<file path="src/rtl/gate_test_pkg.sv">
// Shared constants for the gate-under-test sequencer: FSM encoding, vector geometry, truth tables.
// Latency: n/a (constants and a helper function only).
// Backpressure: n/a.
package gate_test_pkg;

  // FSM state encoding (3-bit, plain constants so older tools can read them)
  localparam logic [2:0] ST_IDLE  = 3'd0;
  localparam logic [2:0] ST_APPLY = 3'd1;
  localparam logic [2:0] ST_CHECK = 3'd2;
  localparam logic [2:0] ST_HOLD  = 3'd3;
  localparam logic [2:0] ST_DONE  = 3'd4;

  // A two-input gate has four input vectors, indexed by {a,b}
  localparam int VEC_W   = 2;
  localparam int NUM_VEC = 4;

  // Expected y per vector index; bit i is the output for {a,b} == i
  localparam logic [NUM_VEC-1:0] TT_AND  = 4'b1000;
  localparam logic [NUM_VEC-1:0] TT_OR   = 4'b1110;
  localparam logic [NUM_VEC-1:0] TT_NAND = 4'b0111;
  localparam logic [NUM_VEC-1:0] TT_NOR  = 4'b0001;
  localparam logic [NUM_VEC-1:0] TT_XOR  = 4'b0110;

  // Larger of two cycle counts, used to size the shared step timer
  function automatic int max_int(input int a, input int b);
    return (a > b) ? a : b;
  endfunction

endpackage

</file>
<file path="src/rtl/step_timer.sv">
// Loadable down-counter shared by the settle and display-hold phases of the sequencer.
// Latency: expired rises load_value+1 cycles after the load cycle (load N-1 -> N cycles of count).
// Backpressure: none; load always wins, counter parks at zero until reloaded.
module step_timer #(
  parameter int WIDTH = 8
) (
  input  logic             clk,
  input  logic             rst_n,
  input  logic             load,
  input  logic [WIDTH-1:0] load_value,
  output logic             expired
);

  logic [WIDTH-1:0] r_count;

  // Count down from the loaded value and stop at zero
  always_ff @(posedge clk or negedge rst_n) begin
    if (!rst_n) begin
      r_count <= '0;
    end else if (load) begin
      r_count <= load_value;
    end else if (r_count != '0) begin
      r_count <= r_count - WIDTH'(1);
    end
  end

  assign expired = (r_count == '0);

endmodule

</file>
<file path="src/rtl/gate_test_sequencer.sv">
// Walks {a,b} through 00..11 on a two-input gate-under-test, samples y after settling, latches a verdict.
// Latency: launch to verdict = 1 + 4*(SETTLE_CYCLES+1+STEP_CYCLES) cycles.
// Backpressure: none; start is edge-detected and ignored while a run is in progress.
module gate_test_sequencer
  import gate_test_pkg::*;
#(
  parameter logic [NUM_VEC-1:0] EXPECTED      = TT_AND,
  parameter int                 SETTLE_CYCLES = 2,
  parameter int                 STEP_CYCLES   = 12_000_000,
  parameter bit                 CONTINUOUS    = 1'b0
) (
  input  logic               clk,
  input  logic               rst_n,
  input  logic               start,
  input  logic               gut_y,
  output logic               gut_a,
  output logic               gut_b,
  output logic               busy,
  output logic               result_valid,
  output logic               result_pass,
  output logic [NUM_VEC-1:0] result_fail_mask,
  output logic               led_pass,
  output logic               led_fail,
  output logic [VEC_W-1:0]   led_vec
);

  // One timer serves both phases, so size it for the longer of the two
  localparam int TMR_MAX = max_int(SETTLE_CYCLES, STEP_CYCLES);
  localparam int TW      = $clog2(TMR_MAX) + 1;

  localparam logic [TW-1:0]    SETTLE_LD = TW'(SETTLE_CYCLES - 1);
  localparam logic [TW-1:0]    STEP_LD   = TW'(STEP_CYCLES - 1);
  localparam logic [VEC_W-1:0] LAST_IDX  = VEC_W'(NUM_VEC - 1);

  // Architectural state
  logic [2:0]         r_state;
  logic [VEC_W-1:0]   r_idx;
  logic [NUM_VEC-1:0] r_acc;
  logic               r_start_q;
  logic               r_valid;
  logic               r_pass;
  logic [NUM_VEC-1:0] r_mask;

  // Next-state and control wires
  logic [2:0]         w_state_nxt;
  logic [VEC_W-1:0]   w_idx_nxt;
  logic [NUM_VEC-1:0] w_acc_nxt;
  logic               w_tmr_load;
  logic [TW-1:0]      w_tmr_val;
  logic               w_tmr_expired;
  logic               w_launch;
  logic               w_done_entry;

  // Rising edge of the (already debounced) start level
  assign w_launch = start & ~r_start_q;

  step_timer #(
    .WIDTH (TW)
  ) u_step_timer (
    .clk        (clk),
    .rst_n      (rst_n),
    .load       (w_tmr_load),
    .load_value (w_tmr_val),
    .expired    (w_tmr_expired)
  );

  // Sequencing: pick the next state, vector index, timer reload and accumulator update
  always_comb begin
    w_state_nxt  = r_state;
    w_idx_nxt    = r_idx;
    w_acc_nxt    = r_acc;
    w_tmr_load   = 1'b0;
    w_tmr_val    = SETTLE_LD;
    w_done_entry = 1'b0;

    case (r_state)
      ST_IDLE: begin
        if (w_launch) begin
          w_state_nxt = ST_APPLY;
          w_idx_nxt   = '0;
          w_acc_nxt   = '0;
          w_tmr_load  = 1'b1;
          w_tmr_val   = SETTLE_LD;
        end
      end

      ST_APPLY: begin
        // Vector is on the GUT inputs; wait for it to settle
        if (w_tmr_expired) begin
          w_state_nxt = ST_CHECK;
        end
      end

      ST_CHECK: begin
        // The only cycle in which gut_y is looked at
        w_acc_nxt[r_idx] = gut_y ^ EXPECTED[r_idx];
        w_state_nxt      = ST_HOLD;
        w_tmr_load       = 1'b1;
        w_tmr_val        = STEP_LD;
      end

      ST_HOLD: begin
        // Keep the vector on the LEDs long enough for a person to read it
        if (w_tmr_expired) begin
          if (r_idx != LAST_IDX) begin
            w_state_nxt = ST_APPLY;
            w_idx_nxt   = r_idx + VEC_W'(1);
            w_tmr_load  = 1'b1;
            w_tmr_val   = SETTLE_LD;
          end else begin
            w_state_nxt  = ST_DONE;
            w_done_entry = 1'b1;
          end
        end
      end

      ST_DONE: begin
        // Index stays at the last vector until a new run begins
        if (CONTINUOUS || w_launch) begin
          w_state_nxt = ST_APPLY;
          w_idx_nxt   = '0;
          w_acc_nxt   = '0;
          w_tmr_load  = 1'b1;
          w_tmr_val   = SETTLE_LD;
        end
      end

      default: begin
        w_state_nxt = ST_IDLE;
        w_idx_nxt   = '0;
        w_acc_nxt   = '0;
      end
    endcase
  end

  // Start edge register
  always_ff @(posedge clk or negedge rst_n) begin
    if (!rst_n) begin
      r_start_q <= 1'b0;
    end else begin
      r_start_q <= start;
    end
  end

  // FSM state, vector index and live mismatch accumulator
  always_ff @(posedge clk or negedge rst_n) begin
    if (!rst_n) begin
      r_state <= ST_IDLE;
      r_idx   <= '0;
      r_acc   <= '0;
    end else begin
      r_state <= w_state_nxt;
      r_idx   <= w_idx_nxt;
      r_acc   <= w_acc_nxt;
    end
  end

  // Verdict registers: only updated as a run completes, so the previous result stays lit during a run
  always_ff @(posedge clk or negedge rst_n) begin
    if (!rst_n) begin
      r_valid <= 1'b0;
      r_pass  <= 1'b0;
      r_mask  <= '0;
    end else if (w_done_entry) begin
      r_valid <= 1'b1;
      r_pass  <= (r_acc == '0);
      r_mask  <= r_acc;
    end
  end

  assign gut_a            = r_idx[1];
  assign gut_b            = r_idx[0];
  assign led_vec          = r_idx;
  assign busy             = (r_state == ST_APPLY) || (r_state == ST_CHECK) || (r_state == ST_HOLD);
  assign result_valid     = r_valid;
  assign result_pass      = r_pass;
  assign result_fail_mask = r_mask;
  assign led_pass         = r_valid & r_pass;
  assign led_fail         = r_valid & ~r_pass;

endmodule

</file>
<file path="config.mk">
export PLATFORM = sky130hd
export DESIGN_NAME = gate_test_sequencer
export DESIGN_NICKNAME = d
export VERILOG_FILES = /design/src/rtl/gate_test_pkg.sv /design/src/rtl/step_timer.sv /design/src/rtl/gate_test_sequencer.sv
export SDC_FILE = /design/constraint.sdc
export NUM_CORES = 1
export LEC_CHECK = 0
export CORE_UTILIZATION = 45
export DETAILED_ROUTE_END_ITERATION = 10
export DONT_BUFFER_PORTS = 1
export PLACE_DENSITY = 0.59
export REMOVE_ABC_BUFFERS = 1
export SYNTH_ARGS = -nofsm -noshare
export SYNTH_HDL_FRONTEND = slang
export SYNTH_HIERARCHICAL = 1
export SYNTH_SLANG_ARGS = --single-unit
</file>
<file path="constraint.sdc">
create_clock -name clk -period 7 [get_ports clk]
set_clock_uncertainty 0.15 [all_clocks]
set_input_delay 2.1 -clock clk [delete_from_list [all_inputs] [get_ports clk]]
set_output_delay 2.1 -clock clk [all_outputs]
set_load 0.01 [all_outputs]
</file>
# == Word level (Yosys, flattened, before mapping) ==
# Index checks and enable logic that the tools add are counted.
# totals
ff_bits,41
input_bits,4
output_inout_bits,13
# classes
add_sub_neg,2
magnitude_cmp,2
n_eq_ne,9
mux,26
bitwise,8
n_reduce_logical,14
# ops
operator,count
$mux W25,2
$logic_not A25 Y1,1
$reduce_bool A25 Y1,1
$sub A25 B1 Y25 const B,1
$mux W24,1
$mux W3,4
$pmux W3 S4,1
$pmux W4 S3,1
$mux W1,8
$eq A3 B2 Y1 const B,2
$mux W2,3
$ne A2 B1 Y1 const B,3
$pmux W2 S3,1
$reduce_or A2 Y1,3
$bwmux W4,1
$logic_not A4 Y1,1
$mux W4,1
$ne A2 B2 Y1 const B,2
$not A1 Y1,4
$reduce_and A4 Y1,1
$and A1 B1 Y1,3
$eq A3 B1 Y1 const B,1
$eq A3 B3 Y1 const B,1
$logic_not A3 Y1,1
other kinds (12),13

# == Logic depth before layout (Yosys ltp) ==
# Gate-level depths: netlist of run 1.
# logic_depth
ltp_word,6
depth_mapped,12

# == Modules after synthesis ==
# The synthesis of run 1 kept the hierarchy.
# modules_own_cells
mod,instances,cells_per_inst,area_per_inst_um2,seq_area_each_um2
step_timer,1,152,1477.7,625.6
gate_test_sequencer,1,86,877.1,400.4

# == Least setup slack after synthesis of run 1 ==
# No wires, ideal clock.
# synth_timing
path_type,input to register
startpoint,input start
endpoint,register u_step_timer.r_count[17]
t_arrival_ns,3.239
required_time_ns,6.755
path_slack_ns,3.516
stages,8
n_path_buf,2
cell_sequence,nand2b_1 > o21ai_0 > nand2b_1 > o31ai_1 > clkbuf_1 > clkbuf_1 > nand2_1 > o31ai_1
# synth_via
elab_chain_len,4
elab_cells_between_ends,5
classes_between,mux (3); bitwise (1); reduce/logical (1)
# synth_rtl
element,line,source
from (decl),gate_test_sequencer.sv:14,"input logic start,"
$and A1 B1 Y1 *,gate_test_sequencer.sv:55,assign w_launch = start & ~r_start_q;
$mux W1 *,"gate_test_sequencer.sv:78, gate_test_sequencer.sv:119",
$pmux W1 S3 *,gate_test_sequencer.sv:76,case (r_state)
via w_tmr_load,gate_test_sequencer.sv:48,logic w_tmr_load;
$mux W25 / $reduce_bool A2 Y1 (equally long branches),--,
to (signal assigned),step_timer.sv:21,r_count <= load_value;
to (signal assigned),step_timer.sv:23,r_count <= r_count - WIDTH'(1);
to (decl),step_timer.sv:14,logic [WIDTH-1:0] r_count;
# The timed path passes the listed nets; every way through them passes the cells marked *.
# A chain may end at the register's enable or synchronous reset.

# == Worst setup path after layout of run 1 ==
# layout_timing
startpoint,register r_state[0]
endpoint,output busy
# layout_via
elab_chain_len,3
elab_cells_between_ends,5
classes_between,eq/ne (3); reduce/logical (2)
# layout_rtl
element,line,source
from (decl),gate_test_sequencer.sv:36,logic [2:0] r_state;
from (signal assigned),gate_test_sequencer.sv:152,r_state <= w_state_nxt;
$eq A3 B1 Y1 / $eq A3 B2 Y1 (equally long branches),gate_test_sequencer.sv:174,assign busy = (r_state == ST_APPLY) || (r_state == ST_CHECK) || (r_state == ST_HOLD);
$logic_or A1 B1 Y1,gate_test_sequencer.sv:174,
$logic_or A1 B1 Y1 *,gate_test_sequencer.sv:174,
to (decl),gate_test_sequencer.sv:18,"output logic busy,"
# Mark *: on every way between the ends. The rest lies on a longest branch, timed or not.

==> flow_summary.json, run 1 <==
{
  "status": "finished, final reports clean",
  "synth_most_common_cell": "dfrtp_1",
  "synth_area_leaders": "dfrtp_1, xnor2_1, nand2_1",
  "area_growth_syn_to_layout_pct": 8.08,
  "drc_errors": 0,
  "synth_common_cells": "dfrtp_1, nand2_1, xnor2_1",
  "io_pins": 17,
  "finalSetupViolations": 0,
  "critical_path.max_fanout": 11,
  "post_route_cells_drive_above_1_share_pct": 13.4,
  "synth_area_leader_cell": "dfrtp_1",
  "htreeDepth": 2,
  "place_hpwl_um": 2890,
  "core_area_um2": 4880,
  "finalHoldViolCount": 0,
  "fin_nets": 256,
  "antenna_found_initial": 0,
  "final_max_slew_viol_count": 0,
  "synthCells": 238,
  "r2r_slack_ps": 4180,
  "grt_pass1_wl_um": 7370,
  "clk_path_buf_depth": 2,
  "die_h_um": 74.3,
  "vias": 1616,
  "endpoint_kind": "output port",
  "critPathKind": "flip-flop to output port",
  "relSlewSlack_pct": 25.1,
  "routed_wl_um": 4410,
  "cts_tree": "built",
  "clk_pin_slew_ps": 80,
  "numCtsBuffers": 5,
  "grt_overflow_total": 0,
  "avgSynthCellArea_um2": 9.89,
  "yosysUniqueCellTypes": 50,
  "period_needed_ps": 3440,
  "clockRootBuffer": "clkbuf_8",
  "avgViaCountPerCell": 5.16,
  "synthFlopType": "dfrtp_1",
  "routabilityCongestion": 0.772,
  "max_freq_mhz": 290,
  "n_antenna_cell": 0,
  "finalCritPeriodShare_pct": 49.2,
  "synth_top_area_share_pct": 43.6,
  "dieArea_um2": 5530,
  "initialDrtViolationCount": 89,
  "dr.pass1.iters": 4,
  "fin_setup_tns_ps": 0,
  "grt_pass1_vias": 1519,
  "seq_area_frac_synth_pct": 43.6,
  "clock-sinks": 41,
  "crit_arrival_ps": 1190,
  "grt_max_degree": 42,
  "antenna_left": 0,
  "clk_latency_ps": 290,
  "setup.worst_path.start_class": "flip-flop",
  "synth-edff-count": 0,
  "ys_ff_latch": 41,
  "synthArstFlopShare_pct": 100,
  "worst_slew_pin_slew_ps": 1120,
  "final_cell_count_no_fill": 313,
  "post-cts-setup-buffers": 0,
  "hold_buffers": 0,
  "ys_warn_count": 6,
  "rows": 25,
  "rsz0062_at_grt": "no",
  "min_path_type": "flip-flop to flip-flop",
  "track_usage_pct": 17.7,
  "worstPathRequired_ps": 4750,
  "maxCapViolations": 0,
  "ir_worst_vdd_mv": 0.138,
  "wire_per_inst_um": 14.1,
  "io_buffers": 0,
  "syn_area_um2": 2350,
  "p_leak_nw": 1.05,
  "dp_cells": 305,
  "num-fill-cells": 468,
  "dieWidth_um": 74.3,
  "post_cts_resized": 0,
  "start_util_pct": 48.3,
  "power_density_nw_per_um2": 335
}
-- worst max-delay path: stages, from the launching register on --
cell,delay (ps)
dfrtp_1,590
nor2_2,100
nor2_1,220
-- per-layer routing --
metal | global-route usage (%) | wire [um] | vias to the layer above
met5 | 0 | 0 | -
met4 | 5.66 | 40 | 0
met3 | 3.39 | 123 | 5
met2 | 25.1 | 1930 | 21
met1 | 27.1 | 2320 | 754
li1 | - | - | 836
-- sequential cells by signal, summed over array words and instances, names as in the netlist --
signal and flops:
led_vec 2, result_valid 1, result_pass 1, r_state 3, result_fail_mask 4, r_acc 4
r_start_q 1, u_step_timer/r_count 25
-- cell type report --
cell class	count	area (um2)	area share (%)
repair buffers	2	15.0	0.590
clock buffers	5	68.8	2.70
well taps	67	83.8	3.29
multi-input cells	188	1280	50.2
clock inverters	3	46.3	1.82
flip-flops and latches	41	1030	40.3
inverters	7	26.3	1.03
-- power breakdown --
| part | internal (W) | leakage, nW | switching, W |
|---|---|---|---|
| registers | 0.000306 | 0.534 | 0.0000828 |
| logic | 0.000129 | 0.465 | 0.000140 |
| clock network | 0.000107 | 0.0543 | 0.0000874 |
-- metrics by stage --
step / hold slack (ps) / power, W / utilization (%) / cell area (um2) / worst slack, ps
final: 364 / 0.000852 / 52.2 / 2540 / 3560
after global routing: 374 / 0.000910 / 52.2 / 2540 / 3440
after CTS: 369 / 0.000859 / 52.2 / 2540 / 3530
after detailed placement: 350 / 0.000660 / 49.8 / 2430 / 3300
after global placement: 344 / 0.000656 / 49.8 / 2430 / 3360
after floorplan: 314 / 0.000604 / - / 2320 / 2270
-- worst paths after layout --
check,start,endpoint,cells past startpoint
worst max-delay path,r_state[0]$_DFFE_PN0P_,busy,2
worst min-delay path,r_acc[3]$_DFFE_PN0P_,r_acc[3]$_DFFE_PN0P_,1
min in group asynchronous,rst_n,u_step_timer/r_count[20]$_DFFE_PN0P_,0
max in group asynchronous,rst_n,r_state[0]$_DFFE_PN0P_,0
worst min register to register,r_acc[3]$_DFFE_PN0P_,r_acc[3]$_DFFE_PN0P_,1
worst max register to register,u_step_timer/r_count[13]$_DFFE_PN0P_,u_step_timer/r_count[13]$_DFFE_PN0P_,8
-- layout by cell type (no fill, tap or decap), types with 2 or more instances in the layout --
cell type	Yosys	final
nor4_1	5	5
mux2i_1	2	2
xnor2_1	18	18
dfrtp_1	41	41
or4_1	3	3
ha_1	7	7
nor2b_1	4	4
nand4_1	3	3
nor2_1	11	11
or3_1	5	5
clkbuf_8	1	5
nor3_1	8	8
o21ai_1	8	8
nor4_2	3	3
mux2_4	4	4
a21oi_1	7	7
o21ai_0	13	13
buf_4	3	2
nand3_1	2	2
conb_1	2	9
inv_1	7	7
nand2_1	34	34
o31ai_1	12	11
xor2_1	3	3
nand2b_1	5	5
-- kinds of logic (layout without fill, tap and decap cells) --
kind of cell | count (synthesis) | in the layout | share of synthesized area [%]
compound gates | 47 | 47 | 12.4
fa+ha+maj | 7 | 7 | 3.72
simple gates | 97 | 97 | 24.5
flops | 41 | 41 | 43.6
other cells | 2 | 9 | 0.319
xor+xnor | 21 | 21 | 7.81
buf+inv | 16 | 17 | 3.83
mux | 7 | 7 | 3.88
Note: power is estimated with default switching activity, not from simulation.
==> inputs of run 2 (changes only) <==
Clock period 7 ns to 3.55 ns, I/O delays scaled along.
==> run 2 against run 1 <==
Net effect: total power increased by 97%; critical path depth increased by 5; clock power increased by 96%; largest cell class unchanged; first-iteration DRC count decreased by 18%; wire length decreased by 0.88%; sequential cell count unchanged; cell area increased by 0.30%; register-to-register slack got worse by 3400 ps; combinational power increased by 96%; non-clock buffer count increased by 1; count of clock-buffer cells in the layout unchanged; sequential power increased by 98%.
==> flow_summary.json, run 2 (synthesis results as in run 1) <==
{
  "status": "finished, final reports clean",
  "r2r-start": "u_step_timer/r_count[13]$_DFFE_PN0P_",
  "worstSetupStartpoint": "u_step_timer/r_count[13]$_DFFE_PN0P_",
  "n_antenna_cell": 0,
  "dr.pass1.iters": 4,
  "wire_per_inst_um": 13.9,
  "finalHoldViolCount": 0,
  "slowest_stage": "or4_4",
  "cts_tree": "built",
  "avgViaCountPerCell": 5.34,
  "setup.worst_path.start_class": "flip-flop",
  "critPathKind": "flip-flop to flip-flop",
  "multi_input_area_um2": 1280,
  "antenna_found_initial": 0,
  "post_route_cells_drive_above_1_share_pct": 13.8,
  "post-cts-setup-buffers": 0,
  "cp_num_cells": 7,
  "endpoint_kind": "flip-flop",
  "fin_nets": 257,
  "dp_slack_ps": 885,
  "die_h_um": 74.3,
  "dieWidth_um": 74.3,
  "clk_latency_ps": 290,
  "max_freq_mhz": 367,
  "power_switching_w": 0.000606,
  "routabilityCongestion": 0.734,
  "track_usage_pct": 18.3,
  "top_register": "u_step_timer/r_count",
  "final_cell_mix": "dfrtp_1, nand2_1, xnor2_1",
  "seqPwrFrac_pct": 45.8,
  "clk_path_buf_depth": 2,
  "routed_wl_um": 4380,
  "final_common_cell": "dfrtp_1",
  "fin_setup_tns_ps": 0,
  "r2r_slack_ps": 820,
  "path_cells": "or4_4 -> nand2b_4 -> nor3_4 -> inv_1 -> o31ai_4 -> buf_4 -> o21ai_0",
  "grt_overflow_total": 0,
  "rows": 25,
  "power_density_nw_per_um2": 656,
  "hold_buffers": 0,
  "min_path_type": "input port to asynchronous set/reset pin",
  "largest_reg_flops": 25,
  "clk_pin_slew_ps": 90,
  "clockRootBuffer": "clkbuf_8",
  "dp_cells": 306,
  "p_clk_share_pct": 22.7,
  "io_pins": 17,
  "rsz0062_at_grt": "no",
  "final_cell_count_no_fill": 314,
  "finalSetupViolations": 0,
  "regToRegEndpoint": "u_step_timer/r_count[24]$_DFFE_PN0P_",
  "period_needed_ps": 2730,
  "grt_pass1_wl_um": 7710,
  "num-fill-cells": 481,
  "worst_slew_pin_slew_ps": 502,
  "p_int_w": 0.00107,
  "relSlewSlack_pct": 66.4,
  "final_max_slew_viol_count": 0,
  "swShare_pct": 36.2,
  "p_leak_nw": 1.06,
  "post_cts_resized": 0,
  "finalWorstSetupSlack_ps": 822,
  "fin_util_pct": 52.3,
  "area_growth_syn_to_layout_pct": 8.40,
  "antenna_left": 0,
  "maxCapViolations": 0,
  "critical_path.max_fanout": 29,
  "initialDrtViolationCount": 73,
  "vias": 1677,
  "place_hpwl_um": 3000,
  "worstPathRequired_ps": 3550,
  "seqCellArea_um2": 1030,
  "io_buffers": 0,
  "numCtsBuffers": 5,
  "ff2ff_path_depth": 7,
  "dieArea_um2": 5530,
  "drc_errors": 0,
  "clock-sinks": 41,
  "crit_arrival_ps": 2730,
  "grt_max_degree": 42,
  "cpPeakStageDelay_ps": 560,
  "core_area_um2": 4880,
  "worst-path-buf-inv": 2,
  "htreeDepth": 2,
  "crit_family": "simple AND/OR/NAND/NOR gates",
  "start_util_pct": 48.3,
  "grt_pass1_vias": 1615,
  "finalCritPeriodShare_pct": 76.8,
  "p_comb_share_pct": 31.5,
  "worstSetupEndpoint": "u_step_timer/r_count[24]$_DFFE_PN0P_",
  "ir_worst_vdd_mv": 0.373
}
[run 2: worst register-to-register path, delay by kind of cell, from the launching register on]
kind,cells,cell delay (ps)
buffers and inverters,2,480
DFF,1,420
AOI/OAI and AO/OA,2,600
and+or+nand+nor,3,950
[run 2: layer usage]
layer | vias to the layer above | routed length (um) | track usage [%]
met1 | 813 | 2240 | 26.3
met5 | - | 0 | 0
met4 | 0 | 40 | 5.03
met3 | 5 | 94 | 3.93
met2 | 16 | 2000 | 27.9
li1 | 843 | - | -
[run 2: power groups by stage]
stage,sequential (W),combinational (W),clock (W)
2_1_floorplan,0.000738,0.000453,0
3_3_place_gp,0.000774,0.000525,0
3_5_place_dp,0.000775,0.000531,0
4_1_cts,0.000766,0.000534,0.000395
5_1_grt,0.000793,0.000594,0.000416
6_report,0.000768,0.000528,0.000380
[run 2: per-stage QoR]
step                power [W]  cell area (um2)  hold WS, ps
floorplan             0.00119             2320          314
global placement      0.00130             2440          340
detailed placement    0.00131             2440          350
CTS                   0.00170             2550          294
global route          0.00180             2550          280
finish                0.00167             2550          308
[run 2: how the worst min path moves through the flow]
stage                               from                                    to  slack [ps]  cells after the start
CTS                                rst_n       result_fail_mask[1]$_DFFE_PN0P_         290                      0
finish                             rst_n  u_step_timer/r_count[19]$_DFFE_PN0P_         310                      0
global route                       rst_n  u_step_timer/r_count[23]$_DFFE_PN0P_         280                      0
floorplan           r_acc[3]$_DFFE_PN0P_                  r_acc[3]$_DFFE_PN0P_         310                      1
global placement    r_acc[3]$_DFFE_PN0P_                  r_acc[3]$_DFFE_PN0P_         340                      1
detailed placement  r_acc[3]$_DFFE_PN0P_                  r_acc[3]$_DFFE_PN0P_         350                      1
[run 2: cell type report]
type	instances	share of cell area [%]
Sequential cell	41	40.2
Timing Repair Buffer	3	0.882
Clock buffer	5	2.70
Multi-Input combinational cell	188	50.1
Inverter	7	1.03
Clock inverter	3	1.81
Tap cell	67	3.28
